## src/rtl/seq_gen_pkg.sv

```systemverilog
// Shared types and constants for the serial pattern burst generator.
package seq_gen_pkg;

  typedef enum logic [1:0] {
    IDLE = 2'd0,
    SEND = 2'd1,
    GAP  = 2'd2,
    FIN  = 2'd3
  } state_t;

  localparam logic [7:0] DEF_PATTERN = 8'b0000_1011;
  localparam int         DEF_PAT_LEN = 4;
  localparam int         DEF_OVL_LEN = 3;

  localparam int REP_W = 4;
  localparam int GAP_W = 4;

  // Bit counter must hold PAT_LEN and is never narrower than 4 bits.
  function automatic int cnt_width(input int len);
    int w;
    w = $clog2(len + 1);
    return (w < 4) ? 4 : w;
  endfunction

endpackage

```

## src/rtl/seq_gen.sv

```systemverilog
// Serial burst generator: repeats a fixed bit pattern with optional zero gaps
// or prefix-sharing overlap, flagging the last bit of each complete pattern.
module seq_gen
  import seq_gen_pkg::*;
#(
  parameter logic [7:0] PATTERN = DEF_PATTERN,
  parameter int         PAT_LEN = DEF_PAT_LEN,
  parameter int         OVL_LEN = DEF_OVL_LEN
) (
  input  logic             clk,
  input  logic             rst,
  input  logic             start,
  input  logic [REP_W-1:0] repeat_cnt,
  input  logic [GAP_W-1:0] gap,
  input  logic             overlap_en,
  input  logic             abort,
  output logic             dout,
  output logic             dout_valid,
  output logic             match,
  output logic             busy,
  output logic             done
);

  localparam int CNT_W = cnt_width(PAT_LEN);

  // Patterns are left-justified in the shift register so bit 7 is always next.
  localparam logic [7:0] PAT_ALIGNED = PATTERN << (8 - PAT_LEN);
  localparam logic [7:0] PAT_REST    = PAT_ALIGNED << 1;
  localparam logic [7:0] OVL_ALIGNED = PATTERN << (8 - OVL_LEN);
  localparam logic [7:0] OVL_REST    = OVL_ALIGNED << 1;

  state_t           state;
  logic [7:0]       shreg;
  logic [CNT_W-1:0] bits_left;
  logic [REP_W-1:0] rep_left;
  logic [GAP_W-1:0] gap_q;
  logic [GAP_W-1:0] gap_left;
  logic             ovl_q;

  // NOTE: every register here, including the latched burst settings, is reset;
  // non-blocking assignments keep all next-state values based on this cycle's state.
  always_ff @(posedge clk) begin
    if (!rst || abort) begin
      state      <= IDLE;
      shreg      <= '0;
      bits_left  <= '0;
      rep_left   <= '0;
      gap_q      <= '0;
      gap_left   <= '0;
      ovl_q      <= 1'b0;
      dout       <= 1'b0;
      dout_valid <= 1'b0;
      match      <= 1'b0;
      busy       <= 1'b0;
      done       <= 1'b0;
    end else begin
      match <= 1'b0;
      done  <= 1'b0;
      unique case (state)
        IDLE: begin
          dout       <= 1'b0;
          dout_valid <= 1'b0;
          busy       <= 1'b0;
          if (start) begin
            rep_left   <= repeat_cnt;
            gap_q      <= gap;
            ovl_q      <= overlap_en;
            state      <= SEND;
            dout       <= PAT_ALIGNED[7];
            shreg      <= PAT_REST;
            bits_left  <= CNT_W'(PAT_LEN - 1);
            dout_valid <= 1'b1;
            busy       <= 1'b1;
          end
        end

        SEND: begin
          if (bits_left != '0) begin
            dout      <= shreg[7];
            shreg     <= shreg << 1;
            bits_left <= bits_left - 1'b1;
            match     <= (bits_left == CNT_W'(1));
          end else if (rep_left == '0) begin
            state      <= FIN;
            dout       <= 1'b0;
            dout_valid <= 1'b0;
            busy       <= 1'b0;
            done       <= 1'b1;
          end else begin
            rep_left <= rep_left - 1'b1;
            if (ovl_q) begin
              dout      <= OVL_ALIGNED[7];
              shreg     <= OVL_REST;
              bits_left <= CNT_W'(OVL_LEN - 1);
              match     <= (OVL_LEN == 1);
            end else if (gap_q != '0) begin
              state    <= GAP;
              gap_left <= gap_q - 1'b1;
              dout     <= 1'b0;
            end else begin
              dout      <= PAT_ALIGNED[7];
              shreg     <= PAT_REST;
              bits_left <= CNT_W'(PAT_LEN - 1);
            end
          end
        end

        GAP: begin
          if (gap_left != '0) begin
            gap_left <= gap_left - 1'b1;
            dout     <= 1'b0;
          end else begin
            state     <= SEND;
            dout      <= PAT_ALIGNED[7];
            shreg     <= PAT_REST;
            bits_left <= CNT_W'(PAT_LEN - 1);
          end
        end

        FIN: begin
          state      <= IDLE;
          dout       <= 1'b0;
          dout_valid <= 1'b0;
          busy       <= 1'b0;
        end

        default: state <= IDLE;
      endcase
    end
  end

endmodule

```

## config.mk

```make
export PLATFORM = sky130hd
export DESIGN_NAME = seq_gen
export DESIGN_NICKNAME = d
export VERILOG_FILES = /design/src/rtl/seq_gen_pkg.sv /design/src/rtl/seq_gen.sv
export SDC_FILE = /design/constraint.sdc
export NUM_CORES = 1
export LEC_CHECK = 0
export ABC_AREA = 1
export BUFFER_PORTS_ARGS = -buffer_cell sky130_fd_sc_hd__buf_4
export CORE_MARGIN = 2
export CORE_UTILIZATION = 25
export CTS_BUF_LIST = sky130_fd_sc_hd__clkbuf_4
export CTS_CLUSTER_SIZE = 10
export DETAILED_ROUTE_END_ITERATION = 10
export PLACE_DENSITY_LB_ADDON = 0.1
export SLEW_MARGIN = 10
export SYNTH_ARGS = -nofsm -noshare
export SYNTH_HDL_FRONTEND = slang
export SYNTH_SLANG_ARGS = --single-unit
```

## constraint.sdc

```tcl
create_clock -name clk -period 3.37 [get_ports clk]
set_input_delay 0.5055 -clock clk [delete_from_list [all_inputs] [get_ports clk]]
set_output_delay 0.5055 -clock clk [all_outputs]
set_load 0.02 [all_outputs]
```

==> summary.md, run 1 <==
| Metric | Value |
|---|---|
| Vias per inst | `4.40` |
| Post-Route WL | `3640 um` |
| Final Hold Viols | `0` |
| Synth top cells by count | `nand2_1, nor2_1, dfxtp_1, inv_1, a21oi_1` |
| Core footprint | `5890 sq um` |
| Post-synthesis sequential area ratio | `34.3%` |
| Rows | `28` |
| Synthesized instance count | `227` |
| CP arrival | `1.94 ns` |
| Crit path time final | `1.68 ns` |
| Status | `complete, no violations` |
| Maximum vdd drop | `0.128 mV` |
| Syn Area/Cell | `6.69 sq um` |
| First-pass DRT Iterations | `4` |
| Root Buffer | `clkbuf_4` |
| FILL cells | `683` |
| Synth Flop Type | `dfxtp_1` |
| Largest family of logic cells by synthesized area | `simple AND/OR/NAND/NOR gates` |
| Area occupied by multi-input gates | `868 sq um` |
| PD cells | `351 nW/um^2` |
| Clk buf depth | `2` |
| RSZ-0062 raised after global routing | `false` |
| # Post-CTS Setup Buffers | `0` |
| Via Count | `1403` |
| Max capacitance violation total | `0` |
| Die X | `81.9 um` |
| GRT Util Overall | `12.0%` |
| Nets@finish | `264` |
| Area Growth Syn to Fin | `14.7%` |
| DR iter-0 viols | `30` |
| Synth Cell Area | `1520 sq um` |
| Die Ht | `81.9 um` |
| Worst Path Max Fanout | `11` |
| Worst Path Required | `3.62 ns` |
| Post-CTS Hold Buffers | `0` |
| Post-Synth Adder-Cell Area | `4.12%` |
| Yosys reg bits | `26` |
| Yosys warns | `0` |
| Area contributors post-synth | `dfxtp_1, nand2_1, nor2_1` |
| Post-synth EDFFs | `0` |
| Final Power | `0.611 mW` |
| Fmax | `594 MHz` |
| Cell with the most instances after synthesis | `nand2_1` |
| IO buf count | `17` |
| Die ar. | `6710 sq um` |
| Complex-gate fraction of the synthesized area | `13.3%` |
| CTS tree | `yes` |
| Post-DRT Antenna Nets | `0` |
| Syn Nets | `245` |
| First-pass GRT wire length | `6170 um` |
| Reg clk slew, reported paths | `0.15 ns` |
| Post-synth ARST share | `0%` |
| Post-route DRC | `0` |
| XOR/XNOR Fraction of Synth Area | `0.577%` |
| Type of the most critical hold path | `input port to register` |
| Share of post-route cells with drive strength above 1 | `17.6%` |
| Post-synthesis mux area share | `0.659%` |
| Gpl congestion | `0.803` |
| Top cell type's share of synthesized area | `34.3%` |
| Area leader, netlist | `dfxtp_1` |
| Max transition margin | `75.9%` |
| Largest net degree at the start of global routing | `18` |
| Synth Area in Simple Gates | `38.5%` |
| Final setup violation count | `0` |
| Clock sinks | `26` |
| Num CTS Buffers | `3` |
| LEAKAGE | `0.777 nW` |
| Setup TNS Final | `0 ns` |
| IO Count | `18` |
| Clk_lat worst skew | `0.33 ns` |
| Setup crit end kind | `register` |
| Yosys cell types | `28` |
| Worst-Margin Slew | `0.362 ns` |
| Mean routed wirelength per cell | `11.4 um` |
| Antenna cell count | `0` |
| Final Max Tran Viols | `0` |
| Number of global-route vias before repair | `1308` |
| CTS resizes | `0` |
| Remaining global-route overflow | `0` |
| Register area | `520 sq um` |
| Worst Skew | `0.00761 ns` |
| H-tree levels | `1` |
| Starting Density | `25.8%` |
| Startpoint Class | `register` |
| Final period utilization | `49.9%` |
| Setup CP Type | `register to register` |
| Hpwl dp | `2860 um` |
| Initial antenna violation count | `0` |
-- layout make-up --
class,count,area share [%]
multi-input combinational,170,49.9
sequential,26,29.9
timing repair buffer,18,7.76
inverter,27,5.82
tap,75,5.39
clock buffer,3,1.29
-- cells in the final DEF (no fill, tap or decap), types with 4 or more instances in the layout --
master / netlist / layout
nand2_1: 58 / 58
nor2_1: 33 / 33
dfxtp_1: 26 / 26
inv_1: 22 / 22
a21oi_1: 20 / 20
buf_4: 1 / 18
o21ai_0: 15 / 15
nand3_1: 13 / 13
nor2_4: 5 / 5
ha_1: 5 / 5
inv_2: 4 / 4
nand2_2: 4 / 4
-- flip-flops by register name, indices dropped and copies added, names as in the netlist --
name and flops:
bits_left 4, busy 1, done 1, dout 1, gap_left 4, gap_q 4, match 1, ovl_q 1
rep_left 4, shreg 3, state 2
-- cells by family (layout without fill, tap and decap cells) --
group | count (synthesis) | in the layout
and+or+nand+nor | 124 | 124
AOI/OAI and AO/OA | 39 | 39
buffers and inverters | 31 | 48
DFF | 26 | 26
adders and majority gates | 5 | 5
xor gates and xnor gates | 1 | 1
muxes | 1 | 1
-- path summary, 6_finish.rpt --
kind                               start     endpoint  slack, ns  cells past startpoint
worst max-delay path            state[0]  gap_left[0]       1.69                      8
worst min-delay path              gap[2]     gap_q[2]       0.46                      3
worst max register to register  state[0]  gap_left[0]       1.69                      8
worst min register to register  shreg[7]     shreg[7]       0.49                      2
-- through the flow --
stage	instances	hold slack [ns]	setup WS, ns	area, sq um	util, %
floorplan	227	0.441	1.96	1520	-
global placement	316	0.469	1.67	1720	29.2
detailed placement	316	0.469	1.68	1720	29.2
CTS	319	0.452	1.68	1740	29.6
global route	319	0.458	1.50	1740	29.6
finish	319	0.462	1.69	1740	29.6
-- report_power, final --
group          total [mW]  switching, mW  internal, mW
sequential          0.330        0.00982         0.320
clock               0.137         0.0952        0.0419
combinational       0.145         0.0916        0.0530
total               0.611          0.197         0.415
-- metal layers --
metal,track usage [%],vias up,wire length (um)
met4,3.50,0,33
met5,0,-,0
met3,1.76,2,107
met1,16.5,624,1850
met2,19.6,17,1650
li1,-,760,-
-- worst max-delay path, stage by stage (launching register included) --
cell	delay [ns]
dfxtp_1	0.48
inv_2	0.11
nor2_4	0.29
nand2_1	0.25
nand2_4	0.16
inv_2	0.07
nand2_4	0.09
nand2_1	0.05
a21oi_1	0.12
No activity file was read; power rests on OpenSTA's default activity.
==> inputs of run 2 (changes only) <==
- ABC_AREA: 1 -> 0
- clock period: 3.37 -> 1.4 ns (I/O delays scaled with it)
==> run 2 against run 1 <==
Net effect: the run now ends with negative setup slack left; synthesized cell count fell by 29%; via count increased by 5.1%; clock-buffer cell count unchanged; hold slack got worse by 0.34 ns; largest power group unchanged.
==> summary.md, run 2 <==
| Metric | Value |
|---|---|
| Critical R2R Capture | `bits_left[0]` |
| Synth top cells by count | `dfxtp_1, nor2_1, mux2i_1, o21ai_0, nand2_1` |
| Worst Path Max Fanout | `4` |
| Final Max Tran Viols | `0` |
| Post-DRT Antenna Nets | `0` |
| Post-Route WL | `4290 um` |
| Final setup violation count | `20` |
| Yosys cell types | `49` |
| Final Hold Viols | `0` |
| RSZ-0062 raised after global routing | `true` |
| Antenna cell count | `0` |
| Syn Nets | `180` |
| Commonest non-fill, non-tap cell in the layout | `buf_4` |
| Dpl cells | `298` |
| DR iter-0 viols | `29` |
| IO buf count | `17` |
| Num CTS Buffers | `3` |
| Synthesized instance count | `162` |
| Vias per inst | `4.71` |
| Setup CP Type | `register to register` |
| Clk_lat worst skew | `0.32 ns` |
| Clock sinks | `26` |
| Layout Cells excl Fill | `313` |
| Mean routed wirelength per cell | `13.7 um` |
| Hold slack | `0.124 ns` |
| Synth Flop Type | `dfxtp_1` |
| Max transition margin | `61.6%` |
| H-tree levels | `1` |
| Fmax | `603 MHz` |
| Number of global-route vias before repair | `1518` |
| Crit path time final | `1.66 ns` |
| IO Count | `18` |
| FILL cells | `601` |
| CTS tree | `yes` |
| Post-route DRC | `0` |
| Post-synth ARST share | `0%` |
| R2R Setup Slk | `-0.26 ns` |
| Top cell type's share of synthesized area | `34.6%` |
| GRT Util Overall | `13.7%` |
| Core footprint | `5850 sq um` |
| Clk buf depth | `2` |
| Yosys warns | `0` |
| Reg clk slew, reported paths | `0.14 ns` |
| Post-synth EDFFs | `0` |
| Post-synthesis sequential area ratio | `34.6%` |
| Worst Path Required | `1.60 ns` |
| Cell with the most instances after synthesis | `dfxtp_1` |
| Yosys reg bits | `26` |
| Syn Area/Cell | `9.28 sq um` |
| Die ar. | `6650 sq um` |
| First-pass DRT Iterations | `4` |
| Maximum vdd drop | `0.318 mV` |
| Most frequent cells in the layout | `buf_4, dfxtp_1, nor2_1` |
| Share of post-route cells with drive strength above 1 | `55.0%` |
| Setup crit end kind | `register` |
| Root Buffer | `clkbuf_4` |
| Starting Density | `25.7%` |
| Initial antenna violation count | `0` |
| Area leader, netlist | `dfxtp_1` |
| Rows | `28` |
| Worst-Margin Slew | `0.576 ns` |
| Pre-CTS setup slack | `-0.328 ns` |
| Remaining global-route overflow | `0` |
| Failing checks | `negative setup slack` |
| Worst setup margin | `-0.257 ns` |
| Area occupied by multi-input gates | `1020 sq um` |
| Max capacitance violation total | `0` |
| Hold path startpoint | `gap[3]` |
| Post-CTS Hold Buffers | `0` |
| Status | `finished with violations` |
| Hold path depth | `3` |
| Via Count | `1475` |
| Area Growth Syn to Fin | `55.8%` |
| Register area | `531 sq um` |
| Final period utilization | `118%` |
| Hold Path End | `gap_q[3]` |
| Hpwl dp | `3180 um` |
| Largest stage delay, worst path | `0.56 ns` |
| Finished Core Util | `40.1%` |
| R2R depth | `4` |
| Slowest cell on crit path | `or4_4` |
| LEAKAGE | `1.00 nW` |
| Largest net degree at the start of global routing | `14` |
| Worst reg2reg startpoint | `gap_left[0]` |
| Critical path cell sequence | `or4_4 -> o22a_4 -> nor4_2 -> a211oi_1` |
| Startpoint Class | `register` |
| CP arrival | `1.85 ns` |
| Type of the most critical hold path | `input port to register` |
| Nets@finish | `258` |
| Die Ht | `81.6 um` |
| Synth Cell Area | `1500 sq um` |
| PD cells | `701 nW/um^2` |
| Gpl congestion | `0.892` |
| Buf/Inv on CP | `0` |
| Worst Skew | `0.00188 ns` |
| CP delay by family, top | `simple AND/OR/NAND/NOR gates` |
| Area contributors post-synth | `dfxtp_1, mux2i_1, nor2_1` |
| Die X | `81.6 um` |
| First-pass GRT wire length | `6940 um` |
-- run 2: changes by cell type after synthesis, sizes merged, moves of 9 or more --
cell,change
nand3,-11
nand2,-56
a21oi,-14
mux2i,+9
nor2,-19
inv,-22
-- run 2: cell families (layout without fill, tap and decap cells) --
logic type,after synthesis,after routing,synth area share (%)
AND/OR/NAND/NOR,62,62,25.2
flip-flops,26,26,34.6
buffers and inverters,15,91,5.74
adder cells (fa/ha/maj),5,5,4.16
AO/OA/AOI/OAI,44,44,23.6
multiplexers,10,10,6.66
-- run 2: timing repair --
action                     CTS  global route
buffers inserted            11             3
setup endpoints to repair   21            20
pin swaps                   16            14
resized for setup           23             8
hold endpoints to repair     0             0
-- run 2: worst register-to-register path: cells and delay by family (launching register included) --
kind / cells / cell delay, ns
flops: 1 / 0.35
simple gates: 2 / 0.84
compound gates: 2 / 0.35
-- run 2: area by class of cell --
cell class	instances	area share [%]
inverter	4	0.641
clock buffer	3	0.961
tap	75	4.00
timing repair buffer	84	28.0
multi-input combinational	121	43.7
sequential	26	22.6
-- run 2: power by group --
| part | leakage, nW | total [mW] | internal (mW) | switching [mW] |
|---|---|---|---|---|
| sequential | 0.214 | 0.788 | 0.766 | 0.0218 |
| clock | 0.0138 | 0.330 | 0.101 | 0.229 |
| combinational | 0.774 | 0.526 | 0.286 | 0.240 |
| total | 1.00 | 1.64 | 1.15 | 0.491 |
-- run 2: stage by stage --
stage          setup TNS (ns)  instance area, sq um  power (mW)
2_1_floorplan           -1.13                  1570        1.06
3_3_place_gp            -2.96                  2120        1.24
3_5_place_dp            -3.36                  2120        1.25
4_1_cts                 -3.48                  2300        1.66
5_1_grt                 -5.54                  2340        1.75
6_report                -3.16                  2340        1.64
-- run 2: routing by layer --
layer | GRT usage, % | share of wire [%] | up-vias | wire [um]
met2 | 25.1 | 51 | 14 | 2210
met3 | 1.65 | 2.0 | 5 | 85
met5 | 0 | 0 | - | 0
met1 | 16.4 | 46 | 700 | 1960
met4 | 4.41 | 1.0 | 0 | 44
li1 | - | - | 756 | -
-- run 2: worst max-delay path by stage --
stage,startpoint,endpoint,slack (ns),cells past startpoint
finish,gap_left[0],bits_left[0],-0.26,4
detailed placement,bits_left[1],gap_left[2],-0.33,7
floorplan,bits_left[0],gap_left[2],-0.18,8
global route,rep_left[0],rep_left[0],-0.35,6
CTS,rep_left[0],rep_left[0],-0.26,6
global placement,bits_left[1],gap_left[2],-0.22,7
==> inputs of run 3 (changes only) <==
- ABC_AREA: 0 -> 1
==> run 3 against run 2 <==
Net effect: the flow now finishes without violations; sequential power is 0.6% higher; highest routed layer unchanged; clock skew rose by 0.0034 ns; largest cell class unchanged; combinational power down 3%.
==> summary.md, run 3 (synthesis gave the netlist of run 1 again) <==
| Metric | Value |
|---|---|
| Status | `complete, no violations` |
| Post-route DRC | `0` |
| Setup CP Type | `register to register` |
| Worst Skew | `0.00526 ns` |
| Post-Route WL | `4180 um` |
| Max capacitance violation total | `0` |
| Number of global-route vias before repair | `1513` |
| Most frequent cells in the layout | `nand2_1, buf_4, nor2_1` |
| Core footprint | `5890 sq um` |
| Startpoint Class | `register` |
| Via Count | `1520` |
| Worst-Margin Slew | `0.386 ns` |
| Initial antenna violation count | `0` |
| Share of post-route cells with drive strength above 1 | `37.8%` |
| Starting Density | `25.8%` |
| Remaining global-route overflow | `0` |
| Hold slack | `0.137 ns` |
| RSZ-0062 raised after global routing | `true` |
| First-pass GRT wire length | `6970 um` |
| IO Count | `18` |
| Reg clk slew, reported paths | `0.16 ns` |
| Final setup violation count | `0` |
| First-pass DRT Iterations | `3` |
| Final Power | `1.66 mW` |
| Final period utilization | `96.0%` |
| IO buf count | `17` |
| Rows | `28` |
| Type of the most critical hold path | `input port to register` |
| Final Max Tran Viols | `0` |
| Num CTS Buffers | `3` |
| CP arrival | `1.62 ns` |
| PD cells | `788 nW/um^2` |
| Maximum vdd drop | `0.270 mV` |
| Clk_lat worst skew | `0.34 ns` |
| Mean routed wirelength per cell | `12.0 um` |
| Antenna cell count | `0` |
| Area Growth Syn to Fin | `39.0%` |
| Gpl congestion | `0.754` |
| Root Buffer | `clkbuf_4` |
| Die X | `81.9 um` |
| Nets@finish | `294` |
| Hpwl dp | `3160 um` |
| Crit path time final | `1.34 ns` |
| Die ar. | `6710 sq um` |
| Vias per inst | `4.34` |
| Max transition margin | `74.1%` |
| Final Hold Viols | `0` |
| Post-DRT Antenna Nets | `0` |
| CTS tree | `yes` |
| Die Ht | `81.9 um` |
| Worst Path Required | `1.68 ns` |
| Commonest non-fill, non-tap cell in the layout | `nand2_1` |
| Worst Path Max Fanout | `7` |
| Setup crit end kind | `register` |
| Clk buf depth | `2` |
| Fmax | `744 MHz` |
| DR iter-0 viols | `27` |
| GRT Util Overall | `13.7%` |
| Clock sinks | `26` |
| H-tree levels | `1` |
| Finished Core Util | `35.9%` |
| Largest net degree at the start of global routing | `17` |
| LEAKAGE | `0.942 nW` |
| Post-CTS Hold Buffers | `0` |
run 3: changes by cell type in the layout (fill, tap and decap cells not counted), sizes merged, moves of 9 or more:
cell	before	now
mux2i	10	1
inv	4	26
nor2	21	40
buf	84	48
nand2	8	64
nand3	5	16
a21oi	6	20
run 3: where the power goes:
group / switching [mW] / internal [mW] / leakage, nW
Sequential: 0.0224 / 0.771 / 0.215
Combinational: 0.277 / 0.231 / 0.711
Clock: 0.256 / 0.105 / 0.0154
Total: 0.556 / 1.11 / 0.942
run 3: final cells by class:
cell class / count / area [sq um]
clock buffers: 3 / 22.5
inverters: 27 / 104
well taps: 75 / 93.8
repair buffers: 48 / 375
clock inverters: 1 / 3.75
fillers: 670 / 3770
multi-input cells: 170 / 980
flip-flops and latches: 26 / 532
run 3: timing repair:
action / CTS / global route
pin swaps: 0 / 19
gates resized for setup: 6 / 39
cloned: 0 / 0
endpoints found under the hold margin: 0 / 0
endpoints found under the setup margin: 12 / 17
setup buffers: 0 / 6
run 3: critical path: stages (launching register included):
cell and delay [ns]:
dfxtp_2 0.37, inv_2 0.06, nor2_4 0.27, nand3_4 0.13, nand2_4 0.12, nor2_4 0.06
inv_2 0.07, nand2_1 0.05, a21oi_1 0.14
run 3: worst paths after layout:
check              from     endpoint  slack (ns)  cells after the start
min          overlap_en        ovl_q        0.14                      3
max reg2reg    state[0]  rep_left[3]        0.06                      8
min reg2reg    shreg[7]     shreg[7]        0.49                      2
max            state[0]  rep_left[3]        0.06                      8
run 3: per-stage QoR:
step	area (sq um)	worst slack (ns)	TNS, ns	instances
CTS	1940	0.0119	0	344
detailed placement	1900	-0.0468	-0.0591	340
floorplan	1520	-0.00426	-0.00579	227
global placement	1900	-0.00249	-0.00249	340
global route	2110	-0.0364	-0.120	350
finish	2110	0.0567	0	350
run 3: per-layer routing:
layer / vias to the layer above / track usage (%) / share of wire [%]
li1: 819 / - / -
met1: 685 / 16.0 / 46
met3: 4 / 2.97 / 1.9
met2: 12 / 25.4 / 51
met5: - / 0 / 0
met4: 0 / 3.00 / 0.84
